--- src/rtl/hazard3_sbus_arbiter.sv ---
// Round-robin arbiter sharing one downstream sbus port between N_PORTS requesters.
// Latency: zero; an idle arbiter forwards a request to dn_vld in the same cycle.
// Backpressure: the grant locks until dn_rdy, and losing ports hold vld until their own up_rdy.
// Ports: clk/rst (sync, active-high); up_* packed per-port request and response bundles;
//        dn_* single downstream request and response toward the sbus-to-AHB shim.
module hazard3_sbus_arbiter #(
   parameter int W_ADDR  = 32,
   parameter int W_DATA  = 32,
   parameter int N_PORTS = 2
) (
   input  logic                        clk,
   input  logic                        rst,
   input  logic [N_PORTS*W_ADDR-1:0]   up_addr,
   input  logic [N_PORTS-1:0]          up_write,
   input  logic [N_PORTS*2-1:0]        up_size,
   input  logic [N_PORTS-1:0]          up_vld,
   output logic [N_PORTS-1:0]          up_rdy,
   output logic [N_PORTS-1:0]          up_err,
   input  logic [N_PORTS*W_DATA-1:0]   up_wdata,
   output logic [W_DATA-1:0]           up_rdata,
   output logic [W_ADDR-1:0]           dn_addr,
   output logic                        dn_write,
   output logic [1:0]                  dn_size,
   output logic                        dn_vld,
   input  logic                        dn_rdy,
   input  logic                        dn_err,
   output logic [W_DATA-1:0]           dn_wdata,
   input  logic [W_DATA-1:0]           dn_rdata
);

   localparam int W_IDX = $clog2(N_PORTS);

   logic             r_locked;
   logic [W_IDX-1:0] r_grant;
   logic [W_IDX-1:0] r_last;

   logic [W_IDX-1:0] w_pick;
   logic [W_IDX-1:0] w_sel;

   // Round-robin search starting just after the last completed port. Offsets are
   // scanned from farthest to nearest so the nearest requesting port wins; offset
   // N_PORTS is the last port itself, which therefore has the lowest priority.
   always_comb begin
      w_pick = (r_last == W_IDX'(N_PORTS - 1)) ? '0 : r_last + 1'b1;
      for (int k = N_PORTS; k >= 1; k--) begin
         for (int i = 0; i < N_PORTS; i++) begin
            if (up_vld[i] && (i == (int'(r_last) + k) % N_PORTS)) begin
               w_pick = W_IDX'(i);
            end
         end
      end
   end

   // Once a transfer has been presented, the grant is frozen so the payload
   // stays stable even if the requester misbehaves and drops vld.
   assign w_sel  = r_locked ? r_grant : w_pick;
   assign dn_vld = r_locked | (|up_vld);

   always_comb begin
      dn_addr  = '0;
      dn_write = 1'b0;
      dn_size  = 2'b00;
      dn_wdata = '0;
      up_rdy   = '0;
      up_err   = '0;
      for (int i = 0; i < N_PORTS; i++) begin
         if (w_sel == W_IDX'(i)) begin
            dn_addr  = up_addr[i*W_ADDR +: W_ADDR];
            dn_write = up_write[i];
            dn_size  = up_size[i*2 +: 2];
            dn_wdata = up_wdata[i*W_DATA +: W_DATA];
            // Masked in reset so no completion can leak out while state is being cleared.
            up_rdy[i] = dn_rdy & dn_vld & ~rst;
            up_err[i] = dn_rdy & dn_vld & ~rst & dn_err;
         end
      end
   end

   assign up_rdata = dn_rdata;

   // Completion takes priority over locking; a stray dn_rdy with dn_vld low
   // falls through both branches and leaves the state untouched.
   always_ff @(posedge clk) begin
      if (rst) begin
         r_locked <= 1'b0;
         r_grant  <= '0;
         r_last   <= W_IDX'(N_PORTS - 1);
      end else if (dn_vld) begin
         if (dn_rdy) begin
            r_locked <= 1'b0;
            r_last   <= w_sel;
         end else begin
            r_locked <= 1'b1;
            r_grant  <= w_sel;
         end
      end
   end

endmodule

--- config.mk ---
export PLATFORM = sky130hd
export DESIGN_NAME = hazard3_sbus_arbiter
export DESIGN_NICKNAME = d
export VERILOG_FILES = /design/src/rtl/hazard3_sbus_arbiter.sv
export SDC_FILE = /design/constraint.sdc
export NUM_CORES = 1
export LEC_CHECK = 0
export CORE_AREA = 2 2 108 110
export CTS_CLUSTER_DIAMETER = 200
export CTS_CLUSTER_SIZE = 8
export DETAILED_ROUTE_END_ITERATION = 8
export DIE_AREA = 0 0 110 112
export PLACE_DENSITY = 0.66
export SYNTH_ARGS = -nofsm -noshare
export SYNTH_HDL_FRONTEND = slang
export SYNTH_SLANG_ARGS = --single-unit
export TNS_END_PERCENT = 1
--- constraint.sdc ---
create_clock -name clk -period 3.8 [get_ports clk]
set_input_delay 0.57 -clock clk [delete_from_list [all_inputs] [get_ports clk]]
set_output_delay 0.57 -clock clk [all_outputs]
set_load 0.05 [all_outputs]
==> flow_metrics.py, run 1 <==
metrics = {
    "routing": {
        "wl_per_cell_um": 14.2,
        "num_vias": 1681,
        "first_pass_iters": 4,
        "drc": 0,
        "drt-initial-drc-count": 32,
        "ant_nets": 0,
        "vias_per_cell": 3.73,
        "totalWireLength_um": 6390,
    },
    "cells_and_area": {
        "final_nets": 481,
        "area_growth_pct": 149,
        "diodes": 0,
        "drive_gt1_frac": 0.393,
    },
    "power": {
        "p_total_mw": 0.941,
        "power_frac_clock": 0.176,
        "cellInternalPower_mw": 0.491,
        "ir_worst_vdd_mv": 0.123,
        "p_per_area_nw_per_um2": 296,
        "leakage_nw": 1.27,
        "pwr-share-seq": 0.039,
        "p_switching_mw": 0.451,
        "combPwrFrac": 0.785,
        "sw_frac_of_total": 0.479,
    },
    "synthesis": {
        "syn_area_um2": 1280,
        "synth_fp_nets": 303,
        "synth_cell_type_count": 23,
        "synth_cells": 131,
        "synthMostInstantiatedCell": "mux2_2",
        "ys.flop_type": "dfxtp_1",
        "ys_warn_count": 0,
        "avgSynthCellArea_um2": 9.76,
        "async_flop_share": 0,
        "synth_top_area_frac": 0.449,
        "synth_edf_count": 0,
        "yosys.area.top_type": "mux2_2",
        "yosys_register_bits": 3,
        "yosys-top-cells-area": "mux2_2, buf_4, mux2_1",
        "synth_common_cells": "mux2_2, buf_4, mux2_1",
        "yosysSeqAreaShare": 0.0470,
    },
    "clock_tree": {
        "clock_path_buffers": 2,
        "cts_sinks": 3,
        "postCtsSetupBuffers": 0,
        "root_buffer": "clkbuf_16",
        "cts_tree": "built",
        "cts_resized": 0,
        "clkLatencyLatePin_ns": 0.22,
        "cts_hold_buffers": 0,
        "cts_made_buffers": 3,
        "clk_pin_slew_ns": 0.03,
        "htreeDepth": 1,
    },
    "critical_path": {
        "reg2reg_depth": 3,
        "cp-end-kind": "primary output",
        "crit_chain": "clkdlybuf4s50_1 -> a21boi_1 -> o31ai_4 -> buf_4 -> mux2_2 -> buf_4",
        "critPathArrivalTime_ns": 2.85,
        "crit_type": "input port to primary output",
        "worst_ep_required_time_ns": 3.23,
        "cpMostUsedCell": "buf_4",
        "start_kind": "input port",
        "path_buf_inv": 3,
        "crit_fanout": 41,
        "regToRegStartpoint": "r_locked",
        "crit_start": "up_vld[0]",
        "path_depth": 6,
        "crit_family": "buffers and inverters",
        "crit_slowest_cell": "clkdlybuf4s50_1",
        "cp_slowest_stage_delay_ns": 0.54,
    },
    "floorplanning": {
        "fp.dieArea_um2": 12300,
        "num_io_pins": 276,
        "core-area_um2": 11200,
        "placementRows": 39,
        "start_util": 0.114,
        "die_w_um": 110,
        "die_h_um": 112,
    },
    "timing": {
        "timing.slew.headroom": 0.654,
        "final.min_clock_period_ns": 3.42,
        "drv_slew": 0,
        "rsz0062_at_grt": "false",
        "fin_hold_ws_ns": 0.549,
        "max_freq_mhz": 292,
        "finClkSkew_ns": 0.00129,
        "worstMarginPinSlew_ns": 0.519,
        "final-setup-viol-count": 0,
        "setup_tns_ns": 0,
        "period_share": 0.900,
        "hold_viol_final": 0,
    },
    "grt": {
        "track_usage": 0.0893,
        "antenna_found_initial": 1,
        "grt_start_max_net_pins": 42,
        "grt_pass1_vias": 1701,
        "grt-ovfl-total": 0,
        "grt_pass1_wl_um": 8540,
    },
    "run_status": {
        "outcome": "finished clean",
    },
    "run": {
        "cap_violations": 0,
    },
    "placed_design": {
        "gp_congestion": 0.762,
        "hpwl_um": 5520,
        "io_buffers": 211,
    },
    "worst_hold_path": {
        "min_path_cells": 2,
        "min_path_type": "flop to flop",
        "min_from": "r_grant",
    },
}
-- final cells by class --
cell class / count / area [um2]
Timing Repair Buffer: 213 / 1970
Fill cell: 1171 / 7990
Multi-Input combinational cell: 87 / 891
Inverter: 1 / 3.75
Clock buffer: 4 / 78.8
Tap cell: 143 / 179
Sequential cell: 3 / 60.1
-- power groups by stage --
stage	Sequential (mW)	Clock, mW	Combinational [mW]
2_1_floorplan	0.0353	0	0.555
3_3_place_gp	0.0366	0	0.741
3_5_place_dp	0.0369	0	0.743
4_1_cts	0.0365	0.168	0.747
5_1_grt	0.0369	0.172	0.772
6_report	0.0366	0.166	0.739
-- stage by stage --
stage | cell area (um2) | setup WS [ns] | utilization | instances
floorplan | 1280 | 0.551 | - | 131
global placement | 3100 | 0.375 | 0.278 | 447
detailed placement | 3100 | 0.340 | 0.278 | 447
CTS | 3180 | 0.333 | 0.285 | 451
global route | 3180 | 0.211 | 0.285 | 451
finish | 3180 | 0.380 | 0.285 | 451
-- cells by family after synthesis --
| family | synth area share |
|---|---|
| muxes | 0.590 |
| buffers and inverters | 0.256 |
| and+or+nand+nor | 0.0597 |
| AOI/OAI and AO/OA | 0.0470 |
| DFF | 0.0470 |
-- path summary, 6_finish.rpt --
kind,endpoint,slack [ns]
min,r_grant,0.55
max reg2reg,r_last,2.58
max,dn_addr[3],0.38
min reg2reg,r_grant,0.55
-- worst register-to-register path, stage by stage, from the launching register on --
cell,delay (ns)
dfxtp_1,0.47
nor2_1,0.09
a22o_1,0.20
a221o_1,0.34
-- per-layer routing --
layer  global-route usage  vias to the layer above  part of all wire  routed length (um)
li1                     -                      793                 -                   -
met1               0.0980                      743              0.37                2370
met2                0.166                      135              0.48                3090
met3               0.0281                       10              0.14                 881
met4               0.0169                        0            0.0074                  47
met5                    0                        -                 0                   0
-- registers in the layout, summed over array words and instances, names as in the netlist --
name	flops
r_last	1
r_locked	1
r_grant	1
-- layout by cell type (no fill, tap or decap) --
cell	n
clkdlybuf4s50_1	148
buf_4	65
mux2_2	51
mux2_1	16
nor2_1	4
clkbuf_16	3
dfxtp_1	3
nor3_1	2
a21boi_1	1
nand2b_1	1
o31ai_4	1
inv_1	1
nand2_1	1
nor4_1	1
nor3b_1	1
nor2b_1	1
and3_1	1
and2_1	1
or3b_2	1
a22oi_1	1
a22o_1	1
o21ai_0	1
a221o_1	1
clkbuf_1	1
Note: power is estimated with default switching activity, not from simulation.
==> inputs of run 2 (changes only) <==
--- a/config.mk
+++ b/config.mk
@@ -14,4 +14,3 @@
 export SYNTH_ARGS = -nofsm -noshare
 export SYNTH_HDL_FRONTEND = slang
 export SYNTH_SLANG_ARGS = --single-unit
-export TNS_END_PERCENT = 1
==> results of run 2 <==
Same layout as run 1: the final DEF is identical, and so are final timing and power.
==> inputs of run 3 (changes only) <==
--- a/config.mk
+++ b/config.mk
@@ -10,6 +10,7 @@
 export CTS_CLUSTER_SIZE = 8
 export DETAILED_ROUTE_END_ITERATION = 8
 export DIE_AREA = 0 0 110 112
+export HOLD_SLACK_MARGIN = 0.08
 export PLACE_DENSITY = 0.66
 export SYNTH_ARGS = -nofsm -noshare
 export SYNTH_HDL_FRONTEND = slang
==> results of run 3 <==
Same layout as run 1: the final DEF is identical, and so are final timing and power.
